==> config.mk <==
export PLATFORM = sky130hd
export DESIGN_NAME = ram_master
export DESIGN_NICKNAME = d
export VERILOG_FILES = /design/src/rtl/ram_master_pkg.sv /design/src/rtl/ram_master_rd_pipe.sv /design/src/rtl/ram_master.sv
export SDC_FILE = /design/constraint.sdc
export NUM_CORES = 1
export LEC_CHECK = 0
export CAP_MARGIN = 15
export CORE_MARGIN = 8
export CORE_UTILIZATION = 45
export CTS_CLUSTER_SIZE = 28
export DETAILED_ROUTE_END_ITERATION = 10
export PLACE_DENSITY = 0.92
export REMOVE_ABC_BUFFERS = 1
export SETUP_SLACK_MARGIN = 0.1
export SYNTH_ARGS = -nofsm -noshare
export SYNTH_HDL_FRONTEND = slang
export SYNTH_SLANG_ARGS = --single-unit
==> constraint.sdc <==
create_clock -name clk -period 10.2 [get_ports clk]
set_input_delay 2.04 -clock clk [delete_from_list [all_inputs] [get_ports clk]]
set_output_delay 2.04 -clock clk [all_outputs]
set_load 0.03 [all_outputs]
==> src/rtl/ram_master_pkg.sv <==
// ram_master_pkg: state encoding and default widths shared by ram_master, its clients and benches
package ram_master_pkg;
    localparam int AW_DEF         = 32;
    localparam int DW_DEF         = 32;
    localparam int LW_DEF         = 8;
    localparam int RD_LATENCY_DEF = 1;
    typedef enum logic [1:0] {IDLE, WRITE, RD_ISSUE, RD_DRAIN} state_e;
endpackage

==> src/rtl/ram_master_rd_pipe.sv <==
// ram_master_rd_pipe: valid-bit shift register tracking reads in flight through the ram
//   clk, rst   clock, async active-high reset
//   in_valid   a read address is being registered this cycle
//   tail       ram_out carries valid read data this cycle
//   empty      no read in flight behind the tail stage
module ram_master_rd_pipe #(
    parameter int DEPTH = 2
) (
    input  logic clk,
    input  logic rst,
    input  logic in_valid,
    output logic tail,
    output logic empty
);
    logic [DEPTH-1:0] v_q, v_d;
    always_comb v_d = (v_q << 1) | DEPTH'(in_valid);
    always_ff @(posedge clk or posedge rst) begin
        if (rst) v_q <= '0;
        else     v_q <= v_d;
    end
    assign tail = v_q[DEPTH-1];
    // The tail stage is excluded so the FSM can leave drain while the final beat is on rdata.
    assign empty = ~|(v_q << 1);
endmodule

==> src/rtl/ram_master.sv <==
// ram_master: burst read/write initiator driving a single-port synchronous ram
//   clk, rst                           clock, async active-high reset
//   req_valid/ready, req_wr/addr/len   burst request handshake, beats = req_len+1
//   wdata, wdata_valid/ready           write beat stream
//   rdata, rdata_valid                 read beat stream, no backpressure
//   done, busy                         burst-complete pulse, non-idle status
//   ram_addr, ram_data, ram_wr         registered ram controls
//   ram_out                            ram read data
module ram_master
    import ram_master_pkg::*;
#(
    parameter int AW         = AW_DEF,
    parameter int DW         = DW_DEF,
    parameter int LW         = LW_DEF,
    parameter int RD_LATENCY = RD_LATENCY_DEF
) (
    input  logic          clk,
    input  logic          rst,
    input  logic          req_valid,
    output logic          req_ready,
    input  logic          req_wr,
    input  logic [AW-1:0] req_addr,
    input  logic [LW-1:0] req_len,
    input  logic [DW-1:0] wdata,
    input  logic          wdata_valid,
    output logic          wdata_ready,
    output logic [DW-1:0] rdata,
    output logic          rdata_valid,
    output logic          done,
    output logic          busy,
    output logic [AW-1:0] ram_addr,
    output logic [DW-1:0] ram_data,
    output logic          ram_wr,
    input  logic [DW-1:0] ram_out
);
    state_e        state_q, state_d;
    logic [AW-1:0] cur_q, cur_d, ram_addr_q, ram_addr_d;
    logic [DW-1:0] ram_data_q, ram_data_d;
    logic [LW-1:0] cnt_q, cnt_d;
    logic          ram_wr_q, ram_wr_d, done_q, done_d;
    logic          issue, pipe_empty;

    // The valid bit enters the pipe together with ram_addr_q, so its tail lines up with ram_out.
    ram_master_rd_pipe #(.DEPTH(RD_LATENCY + 1)) u_rd_pipe (
        .clk      (clk),
        .rst      (rst),
        .in_valid (issue),
        .tail     (rdata_valid),
        .empty    (pipe_empty)
    );

    always_comb begin
        state_d    = state_q;
        cur_d      = cur_q;
        cnt_d      = cnt_q;
        ram_addr_d = ram_addr_q;
        ram_data_d = ram_data_q;
        ram_wr_d   = 1'b0;
        done_d     = 1'b0;
        issue      = 1'b0;
        case (state_q)
            IDLE: if (req_valid) begin
                state_d = req_wr ? WRITE : RD_ISSUE;
                cur_d   = req_addr;
                cnt_d   = req_len;
            end
            WRITE: if (wdata_valid) begin
                ram_wr_d   = 1'b1;
                ram_data_d = wdata;
                ram_addr_d = cur_q;
                cur_d      = cur_q + 1'b1;
                cnt_d      = cnt_q - 1'b1;
                if (cnt_q == '0) begin
                    state_d = IDLE;
                    done_d  = 1'b1;
                end
            end
            RD_ISSUE: begin
                issue      = 1'b1;
                ram_addr_d = cur_q;
                cur_d      = cur_q + 1'b1;
                cnt_d      = cnt_q - 1'b1;
                if (cnt_q == '0) state_d = RD_DRAIN;
            end
            RD_DRAIN: if (pipe_empty) begin
                state_d = IDLE;
                done_d  = 1'b1;
            end
            default: state_d = IDLE;
        endcase
    end

    always_ff @(posedge clk or posedge rst) begin
        if (rst) begin
            state_q    <= IDLE;
            cur_q      <= '0;
            cnt_q      <= '0;
            ram_addr_q <= '0;
            ram_data_q <= '0;
            ram_wr_q   <= 1'b0;
            done_q     <= 1'b0;
        end else begin
            state_q    <= state_d;
            cur_q      <= cur_d;
            cnt_q      <= cnt_d;
            ram_addr_q <= ram_addr_d;
            ram_data_q <= ram_data_d;
            ram_wr_q   <= ram_wr_d;
            done_q     <= done_d;
        end
    end

    assign req_ready   = state_q == IDLE;
    assign busy        = state_q != IDLE;
    assign wdata_ready = state_q == WRITE;
    assign done        = done_q;
    assign rdata       = ram_out;
    assign ram_addr    = ram_addr_q;
    assign ram_data    = ram_data_q;
    assign ram_wr      = ram_wr_q;
endmodule

**Word-level counts from Yosys, hierarchy flattened**

Cells that the tools add are included.

- Bits in registers: 110
- Bits of input ports: 109
- Output and inout bits: 102
- Word-level logic and storage cells: 50

- Add/sub/neg operators: 2
- Equality and inequality tests: 8
- Mux-type cells: 22
- Bitwise gates (word level): 1
- Reductions and logical operators: 9

Operator list:

| cell | number |
|---|---|
| 32-bit 2-to-1 mux | 3 |
| 32-bit case mux with 3 select lines | 1 |
| 32-bit case mux with 2 select lines | 1 |
| 32-bit by 1-bit adder with 32-bit output, second input constant | 1 |
| 8-bit case mux with 3 select lines | 1 |
| 8-bit 2-to-1 mux | 2 |
| 2-bit 2-to-1 mux | 6 |
| 8-bit zero test | 1 |
| 2-bit inequality test, second input constant | 4 |
| 2-bit case mux with 4 select lines | 1 |
| 8-bit by 1-bit subtractor with 8-bit output, second input constant | 1 |
| 1-bit 2-to-1 mux | 6 |
| 5-bit AND reduction | 1 |
| 2-bit equality test, second input constant | 2 |
| 2-bit AND reduction | 2 |
| 2-bit nonzero test | 2 |
| 3-bit AND reduction | 1 |
| 3-bit nonzero test | 1 |
| 2-bit by 1-bit equality test with 1-bit output, second input constant | 1 |
| 2-bit zero test | 1 |
| 2-bit by 1-bit inequality test with 1-bit output, second input constant | 1 |
| 2-bit by 1-bit OR with 2-bit output | 1 |
| 1-bit case mux with 2 select lines | 1 |

**Depth between registers and ports, before layout**

- Depth after elaboration: 4
- Gate-level depth with buffers: 9
- Mapped depth without buffers: 7

**Hierarchy**

From an unflattened synthesis, not the netlist that was laid out.

- Cell total of the unflattened synthesis: 531
- Area total of the unflattened synthesis: 5555.3 sq um

Modules (own cells, without submodules):

| module | times used | cells each | area an instance (sq um) | seq. area each (sq um) |
|---|---|---|---|---|
| ram_master | 1 | 527 | 5497.8 | 2702.6 |
| ram_master_rd_pipe | 1 | 4 | 57.6 | 50.0 |

**Worst setup path before layout**

No wires, ideal clock.

- Path kind: input -> output
- Start: in ram_out[0]
- End: out rdata[0]
- Arrival: 2185 ps
- Path slack: 5975 ps
- Stages: 1
- Buffers on the path: 1
- Cell sequence: buf_4

RTL lines:

| item | RTL line | text |
|---|---|---|
| from (decl) | ram_master.sv:34 | `input logic [DW-1:0] ram_out` |
| to (decl) | ram_master.sv:27 | `output logic [DW-1:0] rdata,` |

No word-level cell between the ends.

**Worst setup path after layout**

- Start: in wdata_valid
- End: reg cur_q[28]

- Word-level cells in the longest chain between the ends: 2

Ends and longest elaborated chain:

| item | RTL line | text |
|---|---|---|
| from (decl) | ram_master.sv:25 | `input logic wdata_valid,` |
| 2-bit inequality test (no line) | n/a |  |
| 3-bit AND reduction (no line) | n/a |  |
| to (signal assigned) | ram_master.sv:104 | `cur_q <= cur_d;` |
| to (decl) | ram_master.sv:37 | `logic [AW-1:0] cur_q, cur_d, ram_addr_q, ram_addr_d;` |

Every way passes these cells.
A chain may end at the register's enable or synchronous reset.

==> impl_metrics.yaml <==
synth:
  netlist_area_mm2: 0.00557
  synth_cells: 523
  synth_edf_count: 0
  ys_seq_elements: 110
  yosysSeqAreaShare_pct: 49.4
  yosysUniqueCellTypes: 51
  yosys_warnings: 0
  ys_async_sr_fraction_pct: 100
  ys.flop_type: "dfrtp_1"
  synth.avg_cell_area_um2: 10.7
worst_setup_path:
  reg2reg_to: "cur_q[28]$_DFFE_PP0P_"
  arrival_ps: 4310
  rr_worst_depth: 7
  critPathMaxFanout: 33
  r2r_start: "state_q[1]$_DFFE_PP0P_"
  start_kind: "primary input"
  endpoint_kind: "flip-flop"
  r2r_slack_ps: 7360
  critPathKind: "in -> reg"
  required_ps: 10410
cells_and_area:
  diodes: 0
  final_nets: 739
  drive_above_1_share_pct: 16.0
  n_fill_cell: 975
  syn2layout_area_growth_pct: 30.0
  final_cell_mix: "clkdlybuf4s50_1, dfrtp_1, mux2_2, a21oi_1, nand2_1"
  mostFrequentLayoutCell: "clkdlybuf4s50_1"
floorplan:
  die-area_mm2: 0.0162
  start_util_pct: 46.2
  die_y_um: 127
  fp.coreArea_mm2: 0.0121
  io_pins: 211
  rows: 40
  die_w_um: 127
sta:
  max_freq_ghz: 0.244
  maxSlewViolCount: 0
  max-slew-margin-rel_pct: 25.9
  setup_viol: 0
  hold_viol_final: 0
  tightest_slew_ps: 1110
  hold_ws_ps: 442
  post-route-min-period_ps: 4100
  setup_tns_ps: 0
  setup_ws_ps: 6100
  rsz0062_at_grt: "false"
  final.period_utilization_pct: 40.2
  skew_ps: 12.1
grt:
  grt_pass1_vias: 4534
  grt_max_degree: 104
  grt_pass1_wl_um: 24000
  track_usage_pct: 18.4
  gr-total-overflow: 0
  antenna_found_initial: 0
place:
  place_ws_ps: 5730
  gp_congestion: 0.870
  hpwl_um: 11200
  port_buffers: 146
outcome:
  status: "finished clean"
clock_network:
  ctsRootBufferMaster: "clkbuf_16"
  path_clk_slew_ps: 80
  clock_path_buffers: 2
  ctsResizeCount: 0
  cts_tree: "done"
  htree_levels: 3
  postCtsHoldBufs: 0
  clk_latency_ps: 350
  postCtsSetupBuffers: 0
  clock-sinks: 110
  numCtsBuffers: 9
worst_hold_path:
  hold_path_end: "u_rd_pipe.v_q[1]$_DFF_PP0_"
  min_path_cells: 0
  min_from: "u_rd_pipe.v_q[0]$_DFF_PP0_"
  hp-class: "reg -> reg"
detailed_routing:
  vias_per_cell: 5.60
  drcViolationCount: 0
  vias: 4450
  drt_iter0_drc: 339
  wl_per_cell_um: 19.0
  postRouteAntennaNets: 0
  dr.pass1.iters: 5
  drt_wl_total_um: 15100
run:
  drv_cap: 0
power:
  power.density_mw_per_mm2: 378
  leakagePower_nw: 2.87
  ir_drop_mv: 0.199
==> synthesized netlist by cell type, types with 3 or more instances <==
master / n / area share (%)
ha_1: 9 / 2.0
inv_1: 13 / 0.88
dfrtp_1: 110 / 49
mux2i_1: 6 / 1.1
nand4_1: 14 / 1.6
nor2_1: 18 / 1.2
o21ai_0: 21 / 1.9
buf_1: 5 / 0.34
buf_2: 6 / 0.54
o22a_1: 4 / 0.63
o22ai_1: 21 / 2.4
a21oi_1: 50 / 4.5
clkbuf_1: 19 / 1.3
or3_1: 3 / 0.34
a2bb2oi_1: 10 / 1.6
nand3_1: 22 / 2.0
and3_1: 5 / 0.56
nand2b_1: 4 / 0.45
nand2_1: 41 / 2.8
buf_4: 32 / 4.3
and4_1: 3 / 0.47
nor2b_1: 3 / 0.34
nor3_1: 6 / 0.54
mux2_2: 64 / 13
o32ai_1: 3 / 0.47
==> worst max-delay path, cell delays in order <==
cell,delay (ps)
clkdlybuf4s50_1,420
nor2b_1,320
or3_1,900
nor2_1,180
a221oi_1,330
mux2i_1,120
==> report_power, final <==
| part | internal, mW | total (mW) | switching [mW] | leakage [nW] |
|---|---|---|---|---|
| Clock | 0.218 | 0.378 | 0.160 | 0.158 |
| Combinational | 0.661 | 1.51 | 0.844 | 1.44 |
| Sequential | 0.663 | 0.856 | 0.193 | 1.27 |
==> how the worst max path moves through the flow <==
stage / cells past startpoint / end / start / slack [ps]
2_1_floorplan: 1 / cnt_q[0]$_DFFE_PP0P_ / rst / 5260
3_3_place_gp: 6 / cur_q[28]$_DFFE_PP0P_ / wdata_valid / 5870
3_5_place_dp: 6 / cur_q[28]$_DFFE_PP0P_ / wdata_valid / 5730
4_1_cts: 6 / cur_q[28]$_DFFE_PP0P_ / wdata_valid / 6100
5_1_grt: 6 / cur_q[28]$_DFFE_PP0P_ / wdata_valid / 5890
6_report: 6 / cur_q[28]$_DFFE_PP0P_ / wdata_valid / 6100
==> final cells by class <==
cell class                 count  area [um2]  area share [%]
clock buffer                  10         229            3.16
sequential                   110        2750            38.0
tap                          168         210            2.90
inverter                      14        55.1           0.760
timing repair buffer         149        1480            20.5
clock inverter                 6        91.3            1.26
multi-input combinational    337        2420            33.4
==> logic make-up after synthesis <==
kind of cell             count (synthesis)  share of synthesized area (%)
AO/OA/AOI/OAI                          122                           13.7
adder cells (fa/ha/maj)                  9                           2.02
buffers and inverters                   76                           7.41
flip-flops                             110                           49.4
multiplexers                            70                           14.0
AND/OR/NAND/NOR                        136                           13.5
==> sequential cells by signal, indices dropped and copies added (netlist names) <==
register / count
u_rd_pipe.v_q: 2
cnt_q: 8
ram_data: 32
ram_wr: 1
done: 1
cur_q: 32
state_q: 2
ram_addr: 32
==> stage by stage <==
step | power [mW] | instance area (um2) | std cells | utilization, %
after floorplan | 1.84 | 5210 | 461 | -
after global placement | 2.30 | 6920 | 778 | 57.4
after detailed placement | 2.37 | 6920 | 778 | 57.4
after CTS | 2.76 | 7240 | 794 | 60.1
after global routing | 2.92 | 7240 | 794 | 60.1
final | 2.74 | 7240 | 794 | 60.1
==> routing by layer <==
metal,routed length (um),track usage [%]
met1,6460,23.5
met2,6820,27.9
met3,1580,7.70
met4,204,5.25
met5,0,1.30
(Power assumes the default switching activity.)
